### src/rtl/vga_fb_pkg.sv
// Shared constants, slot encoding and pixel unpack helper for the VGA framebuffer scheduler.
package vga_fb_pkg;

  localparam int H_ACTIVE     = 800;
  localparam int V_ACTIVE     = 480;
  localparam int PIX_PER_WORD = 16;
  localparam int ADDR_W       = 15;
  localparam int FIFO_DEPTH   = 4;
  localparam int WORD_W       = 48;
  localparam int FRAME_WORDS  = H_ACTIVE * V_ACTIVE / PIX_PER_WORD;

  typedef enum logic [1:0] {
    IDLE  = 2'd0,
    FETCH = 2'd1,
    WRITE = 2'd2
  } slot_e;

  function automatic logic [2:0] pix_slice(input logic [WORD_W-1:0] word, input logic [3:0] idx);
    logic [5:0] lsb;
    lsb = 6'(idx) * 6'd3;
    return word[lsb +: 3];
  endfunction

endpackage

### src/rtl/vga_fb_prefetch_fifo.sv
// Small synchronous prefetch FIFO with flush; head is visible combinationally.
module vga_fb_prefetch_fifo
  import vga_fb_pkg::*;
#(
  parameter int DEPTH = FIFO_DEPTH,
  parameter int W     = WORD_W,
  localparam int AW   = $clog2(DEPTH),
  localparam int CW   = AW + 1
) (
  input  logic          i_clk,
  input  logic          i_rst_n,
  input  logic          i_flush,
  input  logic          i_push,
  input  logic [W-1:0]  i_wdata,
  input  logic          i_pop,
  output logic [W-1:0]  o_head,
  output logic          o_empty,
  output logic [CW-1:0] o_count
);

  logic [W-1:0]  r_mem [DEPTH];
  logic [AW-1:0] r_wr_ptr;
  logic [AW-1:0] r_rd_ptr;
  logic [CW-1:0] r_count;
  logic          w_pop;
  logic          w_push;

  assign w_pop  = i_pop && (r_count != '0);
  // a full FIFO may accept a push only when the head leaves in the same cycle
  assign w_push = i_push && ((r_count != CW'(DEPTH)) || w_pop);

  always_ff @(posedge i_clk) begin
    if (w_push) r_mem[r_wr_ptr] <= i_wdata;
  end

  always_ff @(posedge i_clk) begin
    if (!i_rst_n || i_flush) begin
      r_wr_ptr <= '0;
      r_rd_ptr <= '0;
      r_count  <= '0;
    end else begin
      if (w_push) r_wr_ptr <= r_wr_ptr + AW'(1);
      if (w_pop)  r_rd_ptr <= r_rd_ptr + AW'(1);
      r_count <= r_count + CW'(w_push) - CW'(w_pop);
    end
  end

  assign o_head  = r_mem[r_rd_ptr];
  assign o_empty = (r_count == '0);
  assign o_count = r_count;

endmodule

### src/rtl/vga_fb_scheduler.sv
// Arbitrates the framebuffer RAM between scanout prefetch and the pixel writer.
// Underrun statistics are present only when VGA_FB_UNDERRUN_STATS_EN is defined.
module vga_fb_scheduler
  import vga_fb_pkg::*;
(
  input  logic              CLOCK_PIXEL,
  input  logic              RESET_N,
  input  logic              frame_start,
  input  logic              pix_req,
  output logic [2:0]        pix_rgb,
  input  logic              wr_req,
  input  logic [ADDR_W-1:0] wr_addr,
  input  logic [WORD_W-1:0] wr_data,
  output logic              wr_ack,
  output logic              mem_en,
  output logic              mem_we,
  output logic [ADDR_W-1:0] mem_addr,
  output logic [WORD_W-1:0] mem_wdata,
  input  logic [WORD_W-1:0] mem_rdata,
  output logic              underrun,
  output logic [15:0]       underrun_cnt
);

  localparam int CW  = $clog2(FIFO_DEPTH) + 1;
  localparam int SKW = $clog2(FIFO_DEPTH + 1);
  localparam logic [ADDR_W-1:0] LAST_ADDR = ADDR_W'(FRAME_WORDS - 1);

  logic              r_fetch_act;
  logic [ADDR_W-1:0] r_fetch_addr;
  logic [1:0]        r_inf_v;
  logic [1:0]        r_inf_disc;
  logic [3:0]        r_pix_idx;
  logic [SKW-1:0]    r_skip;
  logic [2:0]        r_pix_rgb;

  slot_e             w_slot;
  logic [CW-1:0]     w_fifo_cnt;
  logic              w_fifo_empty;
  logic [WORD_W-1:0] w_head;
  logic [CW:0]       w_used;
  logic              w_credit;
  logic              w_arrive;
  logic              w_skip_take;
  logic              w_skip_add;
  logic              w_push;
  logic              w_wrap;
  logic              w_pop;

  // discard-tagged reads still hold a credit until they return
  assign w_used   = (CW+1)'(w_fifo_cnt) + (CW+1)'(r_inf_v[0]) + (CW+1)'(r_inf_v[1]);
  assign w_credit = (w_used < (CW+1)'(FIFO_DEPTH));

  always_comb begin
    w_slot = IDLE;
    if (RESET_N) begin
      if (r_fetch_act && w_credit && !frame_start) w_slot = FETCH;
      else if (wr_req)                             w_slot = WRITE;
    end
  end

  assign mem_en    = (w_slot != IDLE);
  assign mem_we    = (w_slot == WRITE);
  assign wr_ack    = (w_slot == WRITE);
  assign mem_addr  = (w_slot == FETCH) ? r_fetch_addr :
                     (w_slot == WRITE) ? wr_addr      : '0;
  assign mem_wdata = (w_slot == WRITE) ? wr_data : '0;

  assign w_arrive    = r_inf_v[1] && !r_inf_disc[1];
  assign w_skip_take = w_arrive && (r_skip != '0);
  assign w_push      = w_arrive && (r_skip == '0) && !frame_start;
  assign w_wrap      = pix_req && (r_pix_idx == 4'd15);
  assign w_pop       = w_wrap && !w_fifo_empty;
  // a word boundary passed while starved: the late word must be dropped on arrival
  assign w_skip_add  = w_wrap && w_fifo_empty && (r_skip != SKW'(FIFO_DEPTH));

  vga_fb_prefetch_fifo #(
    .DEPTH (FIFO_DEPTH),
    .W     (WORD_W)
  ) u_fifo (
    .i_clk   (CLOCK_PIXEL),
    .i_rst_n (RESET_N),
    .i_flush (frame_start),
    .i_push  (w_push),
    .i_wdata (mem_rdata),
    .i_pop   (w_pop),
    .o_head  (w_head),
    .o_empty (w_fifo_empty),
    .o_count (w_fifo_cnt)
  );

  always_ff @(posedge CLOCK_PIXEL) begin
    if (!RESET_N) begin
      r_fetch_act  <= 1'b0;
      r_fetch_addr <= '0;
      r_inf_v      <= '0;
      r_inf_disc   <= '0;
      r_pix_idx    <= '0;
      r_skip       <= '0;
      r_pix_rgb    <= '0;
    end else begin
      r_inf_v    <= {r_inf_v[0], (w_slot == FETCH)};
      r_inf_disc <= frame_start ? 2'b10 : {r_inf_disc[0], 1'b0};
      r_pix_rgb  <= (pix_req && !w_fifo_empty) ? pix_slice(w_head, r_pix_idx) : 3'd0;
      if (frame_start) begin
        r_fetch_act  <= 1'b1;
        r_fetch_addr <= '0;
        r_pix_idx    <= '0;
        r_skip       <= '0;
      end else begin
        if (pix_req) r_pix_idx <= r_pix_idx + 4'd1;
        r_skip <= r_skip + SKW'(w_skip_add) - SKW'(w_skip_take);
        if (w_slot == FETCH) begin
          if (r_fetch_addr == LAST_ADDR) r_fetch_act  <= 1'b0;
          else                           r_fetch_addr <= r_fetch_addr + ADDR_W'(1);
        end
      end
    end
  end

  assign pix_rgb = r_pix_rgb;

`ifdef VGA_FB_UNDERRUN_STATS_EN
  logic        r_underrun;
  logic [15:0] r_underrun_cnt;
  logic        w_under;

  assign w_under = pix_req && w_fifo_empty;

  always_ff @(posedge CLOCK_PIXEL) begin
    if (!RESET_N) begin
      r_underrun     <= 1'b0;
      r_underrun_cnt <= '0;
    end else if (w_under) begin
      r_underrun <= 1'b1;
      if (r_underrun_cnt != 16'hFFFF) r_underrun_cnt <= r_underrun_cnt + 16'd1;
    end
  end

  assign underrun     = r_underrun;
  assign underrun_cnt = r_underrun_cnt;
`else
  assign underrun     = 1'b0;
  assign underrun_cnt = '0;
`endif

endmodule

### config.mk
export PLATFORM = sky130hd
export DESIGN_NAME = vga_fb_scheduler
export DESIGN_NICKNAME = d
export VERILOG_FILES = /design/src/rtl/vga_fb_pkg.sv /design/src/rtl/vga_fb_prefetch_fifo.sv /design/src/rtl/vga_fb_scheduler.sv
export SDC_FILE = /design/constraint.sdc
export NUM_CORES = 1
export LEC_CHECK = 0
export ABC_CLOCK_PERIOD_IN_PS = 3500
export CORE_ASPECT_RATIO = 1.25
export CORE_MARGIN = 1
export CORE_UTILIZATION = 45
export DETAILED_ROUTE_END_ITERATION = 7
export PLACE_DENSITY_LB_ADDON = 0.05
export SLEW_MARGIN = 30
export SYNTH_ARGS = -nofsm -noshare
export SYNTH_HDL_FRONTEND = slang
export SYNTH_SLANG_ARGS = --single-unit
export TNS_END_PERCENT = 50
### constraint.sdc
create_clock -name CLOCK_PIXEL -period 3.5 [get_ports CLOCK_PIXEL]
set_clock_uncertainty 0.15 [all_clocks]
set_input_delay 0.525 -clock CLOCK_PIXEL [delete_from_list [all_inputs] [get_ports CLOCK_PIXEL]]
set_output_delay 0.525 -clock CLOCK_PIXEL [all_outputs]
set_load 0.01 [all_outputs]
==> results.cfg, run 1 <==
[outcome]
status = complete, no violations

[detailed_routing]
finalWirelength_mm = 21.71
drtIter0Drc = 280
wl_met3_mm = 1.215
route.detailed.drc = 0
wl_met2_mm = 11.93
dr.pass1.iters = 4
detail_route.vias_per_cell = 5.279
wl_per_cell_um = 20.10
antenna_left = 0
vias = 5701
top_layer = met4
wl_met1_mm = 7.884

[timing]
rsz0062_at_grt = no
setup_ws_ps = 173.5
setup_viol = 0
fin_tns_setup_ps = 0
relSlewSlack_pct = 40.29
hold_viol = 0
final.min_clock_period_ps = 3327
worst_pin_slew_ps = 895.6
slew_violations = 0
max_freq_mhz = 300.6
fin_crit_sh_pct = 95.04

[synthesis]
yosys_warnings = 0
synth_cell_types = 48
ys_seq_area_share_pct = 66.90
synth_seq_cells = 230
yosysTopAreaCell = edfxtp_1
netlist_top_cells_area = edfxtp_1 59%, mux4_2 12%, dfxtp_1 7.8%, and2_1 3.8%, buf_4 1.5%
ys_async_sr_fraction_pct = 0
synth_flop_cell = edfxtp_1
syn_area_um2 = 9756
synthCells = 592
synth_edf_count = 192
yosysTopAreaCellShare_pct = 59.10
synth.avg_cell_area_um2 = 16.48

[global_routing]
grt_antenna_before_repair = 0
grt_start_max_net_pins = 49
grt_pass1_vias = 6048
grt_pass1_wl_mm = 33.03
grt-ovfl-total = 0
grt_use_total_pct = 19.51

[finish]
n_antenna_cell = 0
layout_common_cells = 192 x edfxtp_1, 119 x clkdlybuf4s50_1, 56 x and2_1
n_fill_cell = 1576
fin_nets = 922
drive_gt1_share_pct = 15.01
fin_area_um2 = 12800
seqCellArea_um2 = 6529
fin_util_pct = 60.86
layout_commonest_cell = edfxtp_1
syn_to_final_growth_pct = 31.26
multi_input_area_um2 = 2975

[worst_setup_path]
cpMaxStageDelayCell = dfxtp_1
crit_path_max_incr_delay_ps = 320
critical_path_class = flip-flop to output pin
critical-path-top-delay-family = compound AO/OA/AOI/OAI gates
r2r_slack_ps = 870
critPathMaxFanout = 32
r2r_cells = 9
worstPathCellList = ha_1 -> a21o_1 -> a21oi_1 -> o21ai_2 -> and3_4 -> buf_12 -> buf_16 -> a22o_1 -> dlygate4sd2_1
arrival_ps = 2650
start_kind = flip-flop
cp.required_ps = 2820
path_buf_inv = 3
crit_path_end_kind = output pin
r2r_end = r_skip[2]$_SDFF_PP0_
rr_startpoint = u_fifo.o_count[0]$_SDFF_PP0_

[die]
rows = 59
top_level_ports = 202
fp.dieH_um = 166.6
dieArea_um2 = 22280
core_area_um2 = 21040
die_w_um = 133.7
start_util_pct = 46.37

[power]
power.density_nw_per_um2 = 447.4
ir_drop_v = 0.0003874
p_leak_nw = 4.904
finalPower_mw = 5.729

[placement]
hpwl_mm = 14.17
routabilityCongestion = 0.8811
port_buffers = 184
dpl_cell_area_um2 = 11930
dpl_worst_slack_ps = 213.2

[hold_path]
hold_end = r_inf_v[1]$_SDFF_PN0_
worstHoldPathCells = 1
min_from = r_inf_v[0]$_SDFF_PN0_
hold_path.class = flip-flop to flip-flop

[clock_network]
numClockSinks = 230
hold_buffers = 0
cts_buffers = 24
cts_tree = built
root_buffer = clkbuf_16
clock_latency_ps = 510
cts_buffer_depth = 3
htree_levels = 1
clk_pin_slew_ps = 60

[job]
cap_violations = 0
## kinds of logic (layout without fill, tap and decap cells)
group / count (synthesis) / count (layout) / synth area share [%]
AO/OA/AOI/OAI: 52 / 52 / 3.912
XOR/XNOR: 19 / 19 / 1.706
adder cells (fa/ha/maj): 14 / 14 / 1.949
buffers and inverters: 57 / 255 / 3.360
flip-flops: 230 / 230 / 66.90
multiplexers: 65 / 65 / 13.47
other: 1 / 17 / 0.03844
AND/OR/NAND/NOR: 154 / 154 / 8.670
## registers in the layout, indices dropped and copies added, names as in the netlist, named ones only
register	cells
r_fetch_act	1
u_fifo.r_rd_ptr	2
pix_rgb	3
u_fifo.o_count	3
r_inf_disc	1
u_fifo.r_mem	192
r_fetch_addr	15
r_inf_v	2
r_skip	3
u_fifo.r_wr_ptr	2
r_pix_idx	4
## worst max path at each step
stage                          start                      endpoint  slack, ps  cells past startpoint
2_1_floorplan                pix_req  u_fifo.r_mem[1][0]$_DFFE_PP_        420                      4
3_3_place_gp             frame_start                  mem_wdata[5]        240                      8
3_5_place_dp             frame_start                  mem_wdata[5]        210                      8
4_1_cts        r_inf_v[1]$_SDFF_PN0_                  mem_wdata[0]         10                      8
5_1_grt        r_inf_v[1]$_SDFF_PN0_                  mem_addr[12]         60                      9
6_report       r_inf_v[1]$_SDFF_PN0_                   mem_addr[8]        170                      9
## worst reg2reg max path: stages (launching register included)
cell and delay (ps):
dfxtp_1 330, or3_1 460, a211o_1 310, ha_1 280, inv_1 40, ha_1 180
fa_1 380, xnor2_1 190, xnor2_1 160, nor2_1 50
## through the flow
stage	hold WS [ps]	std cells
floorplan	280.2	608
CTS	337.6	1078
finish	329.8	1080
detailed placement	335.3	1036
global route	355.0	1080
global placement	322.4	1036
## Yosys cell counts, types with 10 or more instances
master	instances
mux2i_1	12
ha_1	12
nand2_1	14
and2_1	60
buf_4	20
nand3_1	10
dfxtp_1	38
edfxtp_1	192
xnor2_1	12
nor2_1	37
mux4_2	53
a22o_1	15
a21oi_1	13
inv_1	10
buf_2	13
## layout make-up
cell class | count | share of cell area [%]
Multi-Input combinational cell | 321 | 23.24
Sequential cell | 230 | 50.99
Clock buffer | 27 | 4.944
Timing Repair Buffer | 205 | 16.99
Tap cell | 274 | 2.677
Inverter | 10 | 0.2931
Clock inverter | 13 | 0.8697
## layer usage
metal	vias up	track usage, %
met5	-	0
met4	0	6.719
met3	28	3.592
met2	199	37.23
met1	2837	21.30
li1	2637	-
## what timing repair did
item                       in CTS  in global routing
gates cloned                    1                  1
setup endpoints to repair      63                 32
pin swaps                       1                  0
setup buffers                   1                  1
gates resized for setup        37                 32
## where the power goes
| part | total [mW] | switching, mW | internal [mW] |
|---|---|---|---|
| Clock | 2.41 | 0.973 | 1.43 |
| Combinational | 0.350 | 0.145 | 0.205 |
| Sequential | 2.97 | 0.00280 | 2.97 |
| Total | 5.73 | 1.12 | 4.61 |
(Power assumes the default switching activity.)
==> inputs of run 2 (changes only) <==
ABC_CLOCK_PERIOD_IN_PS = not set   (was 3500)
RECOVER_POWER = 25   (was not set)
==> results.cfg, run 2 (synthesis gave the netlist of run 1 again) <==
[clock_network]
cts_buffers = 24
numClockSinks = 230
cts_tree = built
clk_pin_slew_ps = 60
root_buffer = clkbuf_16
clock_latency_ps = 510
htree_levels = 1
cts_buffer_depth = 3
hold_buffers = 0

[power]
swShare_pct = 19.62
pwr-share-clk_pct = 42.1
ir_drop_v = 0.0003836
switching_power_mw = 1.123
p_seq_share_pct = 51.9
power.density_nw_per_um2 = 447.0
p_leak_nw = 4.912
internal_power_mw = 4.601
p_comb_share_pct = 6.0

[finish]
fin_util_pct = 60.86
fin_area_um2 = 12800
regMostFlops = u_fifo.r_mem
layout_common_cells = 192 x edfxtp_1, 88 x clkdlybuf4s50_1, 56 x and2_1
fin_nets = 922
reg_top3 = u_fifo.r_mem (192), r_fetch_addr (15), r_pix_idx (4)
layout_commonest_cell = edfxtp_1
n_antenna_cell = 0
drive_gt1_share_pct = 15.01
n_fill_cell = 1576
fin_cells = 1080
largest_reg_flops = 192
seqCellArea_um2 = 6529
multi_input_area_um2 = 2975
syn_to_final_growth_pct = 31.26

[detailed_routing]
wl_per_cell_um = 20.09
drtIter0Drc = 275
vias = 5706
dr.pass1.iters = 4
finalWirelength_mm = 21.70
route.detailed.drc = 0
detail_route.vias_per_cell = 5.283
antenna_left = 0

[timing]
hold_viol = 0
setup_viol = 0
slew_violations = 0
rsz0062_at_grt = no
final.min_clock_period_ps = 3329
relSlewSlack_pct = 40.04
fin_crit_sh_pct = 95.11
worst_pin_slew_ps = 899.4
fin_tns_setup_ps = 0
max_freq_mhz = 300.4

[outcome]
status = complete, no violations

[die]
dieArea_um2 = 22280
start_util_pct = 46.37
die_w_um = 133.7
core_area_um2 = 21040
top_level_ports = 202
rows = 59
fp.dieH_um = 166.6

[worst_setup_path]
r2r_slack_ps = 870
critPathMaxFanout = 32
arrival_ps = 2650
r2r_end = r_skip[2]$_SDFF_PP0_
start_kind = flip-flop
cp.required_ps = 2820
crit_path_end_kind = output pin
r2r_cells = 9
rr_startpoint = u_fifo.o_count[0]$_SDFF_PP0_
critical_path_class = flip-flop to output pin

[global_routing]
grt_use_total_pct = 19.51
grt_antenna_before_repair = 0
grt-ovfl-total = 0
grt_pass1_vias = 6048
grt_pass1_wl_mm = 33.03
grt_start_max_net_pins = 49

[hold_path]
hold_path.class = flip-flop to flip-flop
min_from = r_inf_v[0]$_SDFF_PN0_
worstHoldPathCells = 1
hold_end = r_inf_v[1]$_SDFF_PN0_

[placement]
port_buffers = 184
routabilityCongestion = 0.8811
hpwl_mm = 14.17
dpl_cell_area_um2 = 11930
placed_cells_incl_taps = 1036

[job]
cap_violations = 0
run 2: changes by cell type in the layout (fill, tap and decap cells not counted), sizes merged:
cell / before / now
clkdlybuf4s50: 119 / 88
dlygate4sd3: 0 / 31
run 2: area by class of cell:
class                   count  share of cell area [%]
flip-flops and latches    230                   50.99
multi-input cells         321                   23.24
repair buffers            205                   16.99
clock buffers              27                   4.944
well taps                 274                   2.677
clock inverters            13                  0.8697
inverters                  10                  0.2931
run 2: routing by layer:
layer  vias up  track usage (%)  wire, µm
li1       2639                -         -
met1      2836            21.30      7871
met2       203            37.23     11920
met3        28            3.592      1230
met4         0            6.719       675
met5         -                0         0
run 2: worst max-delay path by stage:
stage / from / endpoint / cells past startpoint
3_3_place_gp: frame_start / mem_wdata[5] / 8
3_5_place_dp: frame_start / mem_wdata[5] / 8
6_report: r_inf_v[1]$_SDFF_PN0_ / mem_addr[8] / 9
2_1_floorplan: pix_req / u_fifo.r_mem[1][0]$_DFFE_PP_ / 4
5_1_grt: r_inf_v[1]$_SDFF_PN0_ / mem_addr[12] / 9
4_1_cts: r_inf_v[1]$_SDFF_PN0_ / mem_wdata[0] / 8
run 2: repair_timing:
action / in CTS / in global routing
gates resized for setup: 37 / 32
setup endpoints to repair: 63 / 32
buffers inserted: 1 / 1
cloned: 1 / 1
pin swaps: 1 / 0
run 2: worst max-delay path: stages, from the launching register on:
cell	delay, ps
dfxtp_1	320
ha_1	290
a21o_1	180
a21oi_1	230
o21ai_2	110
and3_4	220
buf_12	140
buf_16	150
a22o_1	230
dlygate4sd2_1	270
run 2: through the flow:
step / total power [mW] / hold WS, ps / worst slack [ps]
final: 5.723 / 327.4 / 171.2
after global routing: 5.914 / 355.0 / 62.43
after CTS: 5.797 / 337.6 / 13.14
after detailed placement: 3.382 / 335.3 / 213.2
after global placement: 3.374 / 322.4 / 239.6
after floorplan: 3.154 / 280.2 / 425.0
run 2: power groups by stage:
stage	sequential, mW	combinational (mW)	clock [mW]
after CTS	2.97	0.352	2.47
final	2.97	0.343	2.41
after detailed placement	3.03	0.352	0
after global placement	3.03	0.344	0
after global routing	2.97	0.367	2.58
after floorplan	3.03	0.123	0
==> inputs of run 3 (changes only) <==
CTS_BUF_LIST = sky130_fd_sc_hd__clkbuf_16   (was not set)
==> results.cfg, run 3 (synthesis gave the netlist of run 1 again) <==
[outcome]
status = complete, no violations

[clock_network]
htree_levels = 1
root_buffer = clkbuf_16
clk_pin_slew_ps = 60
cts_buffers = 24
numClockSinks = 230
cts_tree = built
cts_buffer_depth = 3
clock_latency_ps = 510

[finish]
layout_common_cells = 192 x edfxtp_1, 88 x clkdlybuf4s50_1, 56 x and2_1
fin_util_pct = 60.86
seqCellArea_um2 = 6529
largest_reg_flops = 192
reg_top3 = u_fifo.r_mem (192), r_fetch_addr (15), r_pix_idx (4)
drive_gt1_share_pct = 15.01
fin_nets = 922
layout_commonest_cell = edfxtp_1
multi_input_area_um2 = 2975
regMostFlops = u_fifo.r_mem
n_antenna_cell = 0
n_fill_cell = 1576
syn_to_final_growth_pct = 31.26

[worst_setup_path]
critPathMaxFanout = 32
startpoint = r_inf_v[1]$_SDFF_PN0_
start_kind = flip-flop
critical_path_class = flip-flop to output pin
arrival_ps = 2650
r2r_end = r_skip[2]$_SDFF_PP0_
r2r_cells = 9
rr_startpoint = u_fifo.o_count[0]$_SDFF_PP0_
r2r_slack_ps = 870
cp.required_ps = 2820
crit_path_end_kind = output pin

[detailed_routing]
vias = 5706
wl_per_cell_um = 20.09
detail_route.vias_per_cell = 5.283
dr.pass1.iters = 4
route.detailed.drc = 0
antenna_left = 0
drtIter0Drc = 275
finalWirelength_mm = 21.70

[die]
dieArea_um2 = 22280
rows = 59
start_util_pct = 46.37
fp.dieH_um = 166.6
die_w_um = 133.7
top_level_ports = 202
core_area_um2 = 21040

[global_routing]
grt_pass1_vias = 6049
grt_use_total_pct = 19.51
grt_start_max_net_pins = 49
grt-ovfl-total = 0
grt_pass1_wl_mm = 33.03
grt_antenna_before_repair = 0

[timing]
rsz0062_at_grt = no
fin_hold_ws_ps = 327.4
slew_violations = 0
fin_tns_setup_ps = 0
relSlewSlack_pct = 40.04
max_freq_mhz = 300.4
setup_viol = 0
fin_crit_sh_pct = 95.11
hold_viol = 0
final.min_clock_period_ps = 3329
worst_pin_slew_ps = 899.4

[hold_path]
hold_path.class = flip-flop to flip-flop
hold_end = r_inf_v[1]$_SDFF_PN0_
worstHoldPathCells = 1
min_from = r_inf_v[0]$_SDFF_PN0_

[placement]
hpwl_mm = 14.17
port_buffers = 184
routabilityCongestion = 0.8811

[power]
internal_power_mw = 4.595
p_leak_nw = 4.920
p_comb_share_pct = 6.0
switching_power_mw = 1.123
power.density_nw_per_um2 = 446.5
pwr-share-clk_pct = 42.0
finalPower_mw = 5.718
ir_drop_v = 0.0003841
p_seq_share_pct = 52.0
swShare_pct = 19.64

[job]
cap_violations = 0
==> run 3: changes by cell type in the layout (fill, tap and decap cells not counted) <==
cell | before | now
inv_1 | 10 | 12
clkbuf_1 | 2 | 0
==> run 3: final cells by class <==
cell class / instances / share of cell area, %
Sequential cell: 230 / 50.99
Multi-Input combinational cell: 321 / 23.24
Timing Repair Buffer: 205 / 16.99
Clock buffer: 25 / 4.886
Tap cell: 274 / 2.677
Clock inverter: 15 / 0.9283
Inverter: 10 / 0.2931
==> run 3: worst max-delay path, cell delays in order, from the launching register on <==
cell           delay, ps
dfxtp_1              320
ha_1                 290
a21o_1               180
a21oi_1              230
o21ai_2              110
and3_4               220
buf_12               140
buf_16               150
a22o_1               230
dlygate4sd2_1        270
==> run 3: timing repair <==
item,in CTS,in global routing
hold buffers,0,0
endpoints found under the setup margin,63,32
gates resized for setup,37,32
gates cloned,1,1
buffers inserted,1,1
pin swaps,1,0
==> run 3: how the worst max path moves through the flow <==
stage                                   end  slack (ps)  cells after the start
6_report                        mem_addr[8]         170                      9
5_1_grt                        mem_addr[12]          60                      9
4_1_cts                        mem_wdata[0]          10                      8
3_5_place_dp                   mem_wdata[5]         210                      8
3_3_place_gp                   mem_wdata[5]         240                      8
2_1_floorplan  u_fifo.r_mem[1][0]$_DFFE_PP_         420                      4
==> run 3: metal layers <==
metal	vias up	track usage [%]	share of wire [%]
met5	-	0	0
met4	0	6.719	3.1
met3	28	3.592	5.7
met2	203	37.23	55
met1	2836	21.30	36
li1	2639	-	-
==> run 3: power by group through the flow <==
| stage | combinational [mW] | sequential [mW] | clock, mW |
|---|---|---|---|
| global placement | 0.344 | 3.03 | 0 |
| floorplan | 0.123 | 3.03 | 0 |
| CTS | 0.352 | 2.97 | 2.47 |
| global route | 0.367 | 2.97 | 2.57 |
| finish | 0.343 | 2.97 | 2.40 |
| detailed placement | 0.352 | 3.03 | 0 |
==> run 3: stage by stage <==
stage | instance area, µm² | std cells | setup WS, ps
2_1_floorplan | 9816 | 608 | 425.0
3_3_place_gp | 11930 | 1036 | 239.6
3_5_place_dp | 11930 | 1036 | 213.2
4_1_cts | 12690 | 1078 | 13.14
5_1_grt | 12800 | 1080 | 62.43
6_report | 12800 | 1080 | 171.2
